$ cat src/rtl/mem_arbiter_pkg.sv
// mem_arb_pkg: shared definitions for the instruction/data memory arbiter.
//   - arb_state_e   : arbiter FSM state encoding
//   - STORE_*       : store-type encodings, identical to the core's store_type
//   - DEF_*         : default width / timeout constants for the arbiter
package mem_arb_pkg;

    localparam int DEF_ADDR_W   = 32;
    localparam int DEF_DATA_W   = 32;
    localparam int DEF_MAX_WAIT = 15;

    // Wait counter width; large enough for the full MAX_WAIT range 1..255.
    localparam int WAIT_CNT_W   = 8;

    typedef enum logic [1:0] {
        S_IDLE   = 2'd0,
        S_BUSY_I = 2'd1,
        S_BUSY_D = 2'd2,
        S_RESP   = 2'd3
    } arb_state_e;

    // Store types as produced by the core's load/store unit.
    localparam logic [2:0] STORE_NONE = 3'b000;
    localparam logic [2:0] STORE_BYTE = 3'b001;
    localparam logic [2:0] STORE_WORD = 3'b010;
    localparam logic [2:0] STORE_HALF = 3'b100;

endpackage

$ cat src/rtl/mem_arbiter_wait_timer.sv
// wait_timer: counts memory busy cycles for the arbiter's timeout.
//   clk      in  clock
//   rst      in  asynchronous active-low reset
//   clear    in  force the count back to 0 (held while the arbiter is idle)
//   count_en in  advance the count by one (busy cycle without m_ack)
//   expired  out count has reached MAX_WAIT-1, i.e. this is the last busy cycle
module wait_timer
    import mem_arb_pkg::*;
#(
    parameter int MAX_WAIT = DEF_MAX_WAIT
) (
    input  logic clk,
    input  logic rst,
    input  logic clear,
    input  logic count_en,
    output logic expired
);

    localparam logic [WAIT_CNT_W-1:0] LAST_CNT = WAIT_CNT_W'(MAX_WAIT - 1);

    logic [WAIT_CNT_W-1:0] cnt_reg;

    always_ff @(posedge clk or negedge rst) begin
        if (!rst) begin
            cnt_reg <= '0;
        end else if (clear) begin
            cnt_reg <= '0;
        end else if (count_en) begin
            cnt_reg <= cnt_reg + 1'b1;
        end
    end

    assign expired = (cnt_reg == LAST_CNT);

endmodule

$ cat src/rtl/mem_arbiter.sv
// mem_arbiter: round-robin arbiter sharing one single-port memory between an
// instruction read port (i_*) and a data read/write port (d_*).
//   clk, rst                       clock, asynchronous active-low reset
//   i_req/i_addr                   instruction read request
//   i_rdata/i_ack/i_err            instruction response (err valid with ack)
//   d_req/d_we/d_wtype/d_addr/d_wdata   data request
//   d_rdata/d_ack/d_err            data response (err valid with ack)
//   m_req/m_we/m_wtype/m_addr/m_wdata   memory request bundle
//   m_rdata/m_ack                  memory response
//   busy                           arbiter not idle
// Each transaction is IDLE -> BUSY_x -> RESP -> IDLE; a memory that stays
// busy for MAX_WAIT cycles ends the transaction with err=1.
module mem_arbiter
    import mem_arb_pkg::*;
#(
    parameter int ADDR_W   = DEF_ADDR_W,
    parameter int DATA_W   = DEF_DATA_W,
    parameter int MAX_WAIT = DEF_MAX_WAIT
) (
    input  logic              clk,
    input  logic              rst,
    input  logic              i_req,
    input  logic [ADDR_W-1:0] i_addr,
    output logic [DATA_W-1:0] i_rdata,
    output logic              i_ack,
    output logic              i_err,
    input  logic              d_req,
    input  logic              d_we,
    input  logic [2:0]        d_wtype,
    input  logic [ADDR_W-1:0] d_addr,
    input  logic [DATA_W-1:0] d_wdata,
    output logic [DATA_W-1:0] d_rdata,
    output logic              d_ack,
    output logic              d_err,
    output logic              m_req,
    output logic              m_we,
    output logic [2:0]        m_wtype,
    output logic [ADDR_W-1:0] m_addr,
    output logic [DATA_W-1:0] m_wdata,
    input  logic [DATA_W-1:0] m_rdata,
    input  logic              m_ack,
    output logic              busy
);

    arb_state_e        state_reg, state_next;
    logic [ADDR_W-1:0] addr_reg;
    logic              we_reg;
    logic [2:0]        wtype_reg;
    logic [DATA_W-1:0] wdata_reg;
    logic              gnt_d_reg;   // transaction in flight belongs to the data port
    logic              last_d_reg;  // last grant went to the data port
    logic              err_reg;
    logic [DATA_W-1:0] i_rdata_reg;
    logic [DATA_W-1:0] d_rdata_reg;

    logic in_busy;
    logic grant_d;
    logic expired;

    assign in_busy = (state_reg == S_BUSY_I) || (state_reg == S_BUSY_D);

    // Data wins when it is the only requester, or on contention when the
    // instruction port was served last.
    assign grant_d = d_req && (!i_req || !last_d_reg);

    wait_timer #(
        .MAX_WAIT (MAX_WAIT)
    ) u_wait_timer (
        .clk      (clk),
        .rst      (rst),
        .clear    (state_reg == S_IDLE),
        .count_en (in_busy && !m_ack),
        .expired  (expired)
    );

    always_comb begin
        state_next = state_reg;
        case (state_reg)
            S_IDLE: begin
                if (i_req || d_req) begin
                    state_next = grant_d ? S_BUSY_D : S_BUSY_I;
                end
            end
            S_BUSY_I, S_BUSY_D: begin
                // m_ack takes priority over the timeout on the final cycle.
                if (m_ack || expired) begin
                    state_next = S_RESP;
                end
            end
            default: state_next = S_IDLE;
        endcase
    end

    always_ff @(posedge clk or negedge rst) begin
        if (!rst) begin
            state_reg   <= S_IDLE;
            addr_reg    <= '0;
            we_reg      <= 1'b0;
            wtype_reg   <= STORE_NONE;
            wdata_reg   <= '0;
            gnt_d_reg   <= 1'b0;
            last_d_reg  <= 1'b1;
            err_reg     <= 1'b0;
            i_rdata_reg <= '0;
            d_rdata_reg <= '0;
        end else begin
            state_reg <= state_next;
            if (state_reg == S_IDLE && (i_req || d_req)) begin
                gnt_d_reg  <= grant_d;
                last_d_reg <= grant_d;
                if (grant_d) begin
                    addr_reg  <= d_addr;
                    we_reg    <= d_we;
                    wtype_reg <= d_wtype;
                    wdata_reg <= d_wdata;
                end else begin
                    addr_reg  <= i_addr;
                    we_reg    <= 1'b0;
                    wtype_reg <= STORE_NONE;
                    wdata_reg <= '0;
                end
            end
            if (in_busy) begin
                if (m_ack) begin
                    err_reg <= 1'b0;
                    if (gnt_d_reg) begin
                        d_rdata_reg <= m_rdata;
                    end else begin
                        i_rdata_reg <= m_rdata;
                    end
                end else if (expired) begin
                    err_reg <= 1'b1;
                end
            end
        end
    end

    assign busy    = (state_reg != S_IDLE);
    assign m_req   = in_busy;
    assign m_we    = we_reg;
    assign m_wtype = wtype_reg;
    assign m_addr  = addr_reg;
    assign m_wdata = wdata_reg;

    assign i_ack   = (state_reg == S_RESP) && !gnt_d_reg;
    assign d_ack   = (state_reg == S_RESP) && gnt_d_reg;
    assign i_err   = i_ack && err_reg;
    assign d_err   = d_ack && err_reg;
    assign i_rdata = i_rdata_reg;
    assign d_rdata = d_rdata_reg;

endmodule

$ cat config.mk
export PLATFORM = sky130hd
export DESIGN_NAME = mem_arbiter
export DESIGN_NICKNAME = d
export VERILOG_FILES = /design/src/rtl/mem_arbiter_pkg.sv /design/src/rtl/mem_arbiter_wait_timer.sv /design/src/rtl/mem_arbiter.sv
export SDC_FILE = /design/constraint.sdc
export NUM_CORES = 1
export LEC_CHECK = 0
export CORE_ASPECT_RATIO = 1.25
export CORE_MARGIN = 3
export CORE_UTILIZATION = 46
export DETAILED_ROUTE_END_ITERATION = 12
export DONT_BUFFER_PORTS = 1
export HOLD_SLACK_MARGIN = 0.12
export MAX_ROUTING_LAYER = met4
export PLACE_DENSITY = 0.63
export SLEW_MARGIN = 20
export SYNTH_ARGS = -nofsm -noshare
export SYNTH_HDL_FRONTEND = slang
export SYNTH_HIERARCHICAL = 1
export SYNTH_SLANG_ARGS = --single-unit
$ cat constraint.sdc
create_clock -name clk -period 1.8 [get_ports clk]
set_input_delay 0.36 -clock clk [delete_from_list [all_inputs] [get_ports clk]]
set_output_delay 0.36 -clock clk [all_outputs]
set_load 0.05 [all_outputs]
==> summary by stage <==
Layout
From synthesis to final layout, the design area changed by 27.32%. The net count reported at finish is 648. The count of non-filler cells in the finished layout is 684.

The share of final-layout standard cells stronger than drive strength 1 is 24.04%. Counting the fill cells in the layout gives 937. The number of inserted diodes is 0.

Die
The die span in x is 107.2 microns. For this design the top-level I/O count stands at 275. After floorplanning, the core was divided into 45 placement rows.

The die outline area is 0.01421 sq mm. The die outline height is 132.5 microns. The starting density of the core is 47.79%. After floorplanning, the core was sized to cover 0.01233 sq mm.

Synthesis
Synthesis produced 429 cells. The register area share after synthesis is 61.59%. Counting every net in the synthesized netlist gives 570. The number of distinct standard cells referenced by the synthesized netlist is 40. The most instantiated flip-flop cell in the synthesis netlist is sky130_fd_sc_hd__dfrtp_1. After synthesis the netlist holds a flip-flop and latch count of 145. Counting flops with a built-in enable in the synthesized netlist gives 0. The post-synth design cell area is 0.005893 sq mm. The share of async-settable or async-resettable flops after synthesis is 100.0%. The number of warnings printed during yosys synthesis is 6. The average size of a mapped cell is 13.74 sq um.

Timing
The shortest clock period the worst path allows after layout is 1.741 ns. The final worst-path cycle share is 96.73%. The number of max-slew violations in the final report is 0.

For the final database, setup skew stands at 0.01509 ns. At the pin with the least slew margin, the transition time is 0.5317 ns. The remaining max-slew budget at the tightest pin is 64.55%.

The final count of hold timing violations is 145. Across all hold checks on the routed design, the worst slack comes to -0.3657 ns. Setup repair after global routing could not meet its margin everywhere. The number of failing setup endpoints in the final timing report is 0. Based on the critical path, the design can be clocked at up to 574.3 MHz.

Drt
For this run, the detailed router's first-pass iteration total came to 4. The final routed wirelength across all metal layers is 14.27 mm. The starting DRC count in detailed routing is 157. The number of remaining DRC errors is 0.

The average routed wire per standard cell is 20.86 microns. The via count of the routed design is 3777. In the routed layout, each cell is associated on average with a via count of 5.522. The count of nets left with antenna violations once routing finished came out at 0.

Place
At the end of routability-driven placement, the weighted congestion stood at 0.7878. In this run, placement finished with an instance count of 580. The half-perimeter wire length of the detailed placement result is 9.354 mm. Input and output buffers added on the ports amount to 0.

Setup path
The critical path goes through inv_2 -> ha_4 -> buf_8. The required time at the endpoint of the critical path is 1.44 ns. The critical path contains buffers and inverters numbering 2 combined. The cell count of the worst reg-to-reg path is 6. The startpoint of the lowest-slack register-to-register path is state_reg[0]$_DFFE_PN0P_. The kind of cell with the highest combined delay on the critical path is flip-flops. The critical path in this run is classified as flop to output pin. The largest individual stage delay along the critical path comes from the cell sky130_fd_sc_hd__dfrtp_1. For the worst setup path, the data arrival time is 1.38 ns. The start point of the critical path is state_reg[0]$_DFFE_PN0P_. The delay of the slowest critical-path stage is 0.43 ns.

The sort of element at the end of the critical path is an output pin. The highest fanout seen on the critical path is 6. The critical path launch point type is a flop. The destination of the worst register-to-register timing path is state_reg[0]$_DFFE_PN0P_. Setup slack on the worst reg-to-reg path comes out at 0.10 ns.

Global routing
The global routing met2 resource utilization is 34.83%. The first global-routing pass estimated 22.20 mm of wire. The number of antenna violations at the first check in global routing was 0. The routing usage on met3 is 7.321%. Global routing used 20.73% of the available tracks across all layers. Entering global routing, the biggest net connects 146 pins. The met1 routing resource usage after global routing is 21.74%. Summed over all layers, the global routing overflow is 0. The global-route layer with the greatest usage is met2.

The number of global-route vias before repair is 4228.

CTS
The TritonCTS sink count is 145. The number of hold buffers added after cts is 69. The CTS buffer count is 17.

The clock passes through at most 2 buffers. The post-CTS clock slew at the launch and capture registers of the worst setup and hold paths is 0.07 ns. The CTS root buffer is sky130_fd_sc_hd__clkbuf_16. TritonCTS built the clock tree.

In this run the number of H-tree levels came out at 4. The clock reaches the later pin of the worst-skew pair after 0.41 ns.

Hold path
The path class of the lowest-slack min-delay path is input pin to asynchronous set/reset pin.

Flow run
Max-cap violations in this run came to 0.

Outcome
The checks that failed: hold timing. The run finished, with violations left.
per-stage QoR:
step	setup TNS, ns	util [%]	cell area, sq um	setup WS, ns	hold slack [ns]
2_1_floorplan	-0.06558	-	5924	-0.03279	0.06441
3_3_place_gp	0	49.59	6115	0.1138	0.06841
3_5_place_dp	0	49.59	6115	0.01760	0.06796
4_1_cts	-0.01071	60.46	7455	-0.01071	-0.3843
5_1_grt	-0.07272	60.85	7503	-0.02784	-0.3922
6_report	0	60.85	7503	0.05879	-0.3657
cells in the mapped netlist, drive strengths merged (3+ instances only):
cell / n / area, sq um
clkbuf: 9 / 33.78
a21oi: 6 / 30.03
ha: 4 / 50.05
xor2: 3 / 26.28
mux2: 64 / 720.7
inv: 5 / 18.77
mux2i: 32 / 320.3
dfrtp: 144 / 3603
o21ai: 37 / 188.9
buf: 19 / 157.6
nand3: 4 / 30.03
nand2: 34 / 127.6
nor2: 7 / 42.54
a22o: 36 / 315.3
worst max-delay path by stage:
stage                                                endpoint  slack, ns  cells after the start
after global routing                                    i_err      -0.03                      4
after detailed placement             state_reg[0]$_DFFE_PN0P_       0.02                      6
after global placement    u_wait_timer/cnt_reg[6]$_DFFE_PN0P_       0.11                      6
after floorplan           u_wait_timer/cnt_reg[6]$_DFFE_PN0P_      -0.03                      8
after CTS                                               i_err      -0.01                      4
final                                                   m_req       0.06                      3
routing by layer:
layer	up-vias	wire [microns]
met3	32	1268
met1	1853	5074
li1	1697	-
met4	0	388
met2	195	7539
met5	-	0
cell usage in the layout, fill, tap and decap left out, types with 2 or more instances in the layout:
cell / instances
sky130_fd_sc_hd__a21o_1: 2
sky130_fd_sc_hd__a21oi_1: 6
sky130_fd_sc_hd__a22o_1: 36
sky130_fd_sc_hd__buf_12: 5
sky130_fd_sc_hd__buf_4: 9
sky130_fd_sc_hd__buf_6: 3
sky130_fd_sc_hd__bufinv_16: 3
sky130_fd_sc_hd__clkbuf_16: 17
sky130_fd_sc_hd__clkinvlp_4: 4
sky130_fd_sc_hd__dfrtp_1: 144
sky130_fd_sc_hd__dlygate4sd3_1: 69
sky130_fd_sc_hd__ha_1: 2
sky130_fd_sc_hd__ha_4: 2
sky130_fd_sc_hd__inv_1: 2
sky130_fd_sc_hd__inv_2: 2
sky130_fd_sc_hd__inv_6: 6
sky130_fd_sc_hd__mux2_1: 10
sky130_fd_sc_hd__mux2_2: 54
sky130_fd_sc_hd__mux2i_1: 32
sky130_fd_sc_hd__nand2_1: 34
sky130_fd_sc_hd__nand3_2: 3
sky130_fd_sc_hd__nand4_1: 2
sky130_fd_sc_hd__nor2_1: 5
sky130_fd_sc_hd__o21ai_0: 35
sky130_fd_sc_hd__o31ai_1: 2
sky130_fd_sc_hd__or4_1: 2
sky130_fd_sc_hd__xor2_1: 3
layout make-up:
class / count / area, sq um / share of cell area, %
clock buffer: 19 / 442.9 / 5.903
clock inverter: 13 / 173.9 / 2.318
inverter: 5 / 22.52 / 0.3001
multi-input combinational: 251 / 2122 / 28.28
sequential: 145 / 3630 / 48.37
tap: 164 / 205.2 / 2.735
timing repair buffer: 87 / 907.1 / 12.09
cells by family after synthesis:
kind of cell	count (synthesis)	share of synthesized area, %
flip-flops	145	61.59
multiplexers	96	17.66
AO/OA/AOI/OAI	88	10.47
AND/OR/NAND/NOR	59	5.265
buffers and inverters	33	3.567
XOR/XNOR	4	0.5946
adder cells (fa/ha/maj)	4	0.8493
repair_timing:
item | 4_1_cts | 5_1_grt
pin swaps | 1 | 0
endpoints found under the setup margin | 5 | 9
hold endpoints to repair | 246 | 145
resized for setup | 3 | 11
setup buffers | 3 | 0
Power is left out: the tool's default activity adds up to more than one toggle a clock period on the data nets, which glitch-free logic cannot reach.
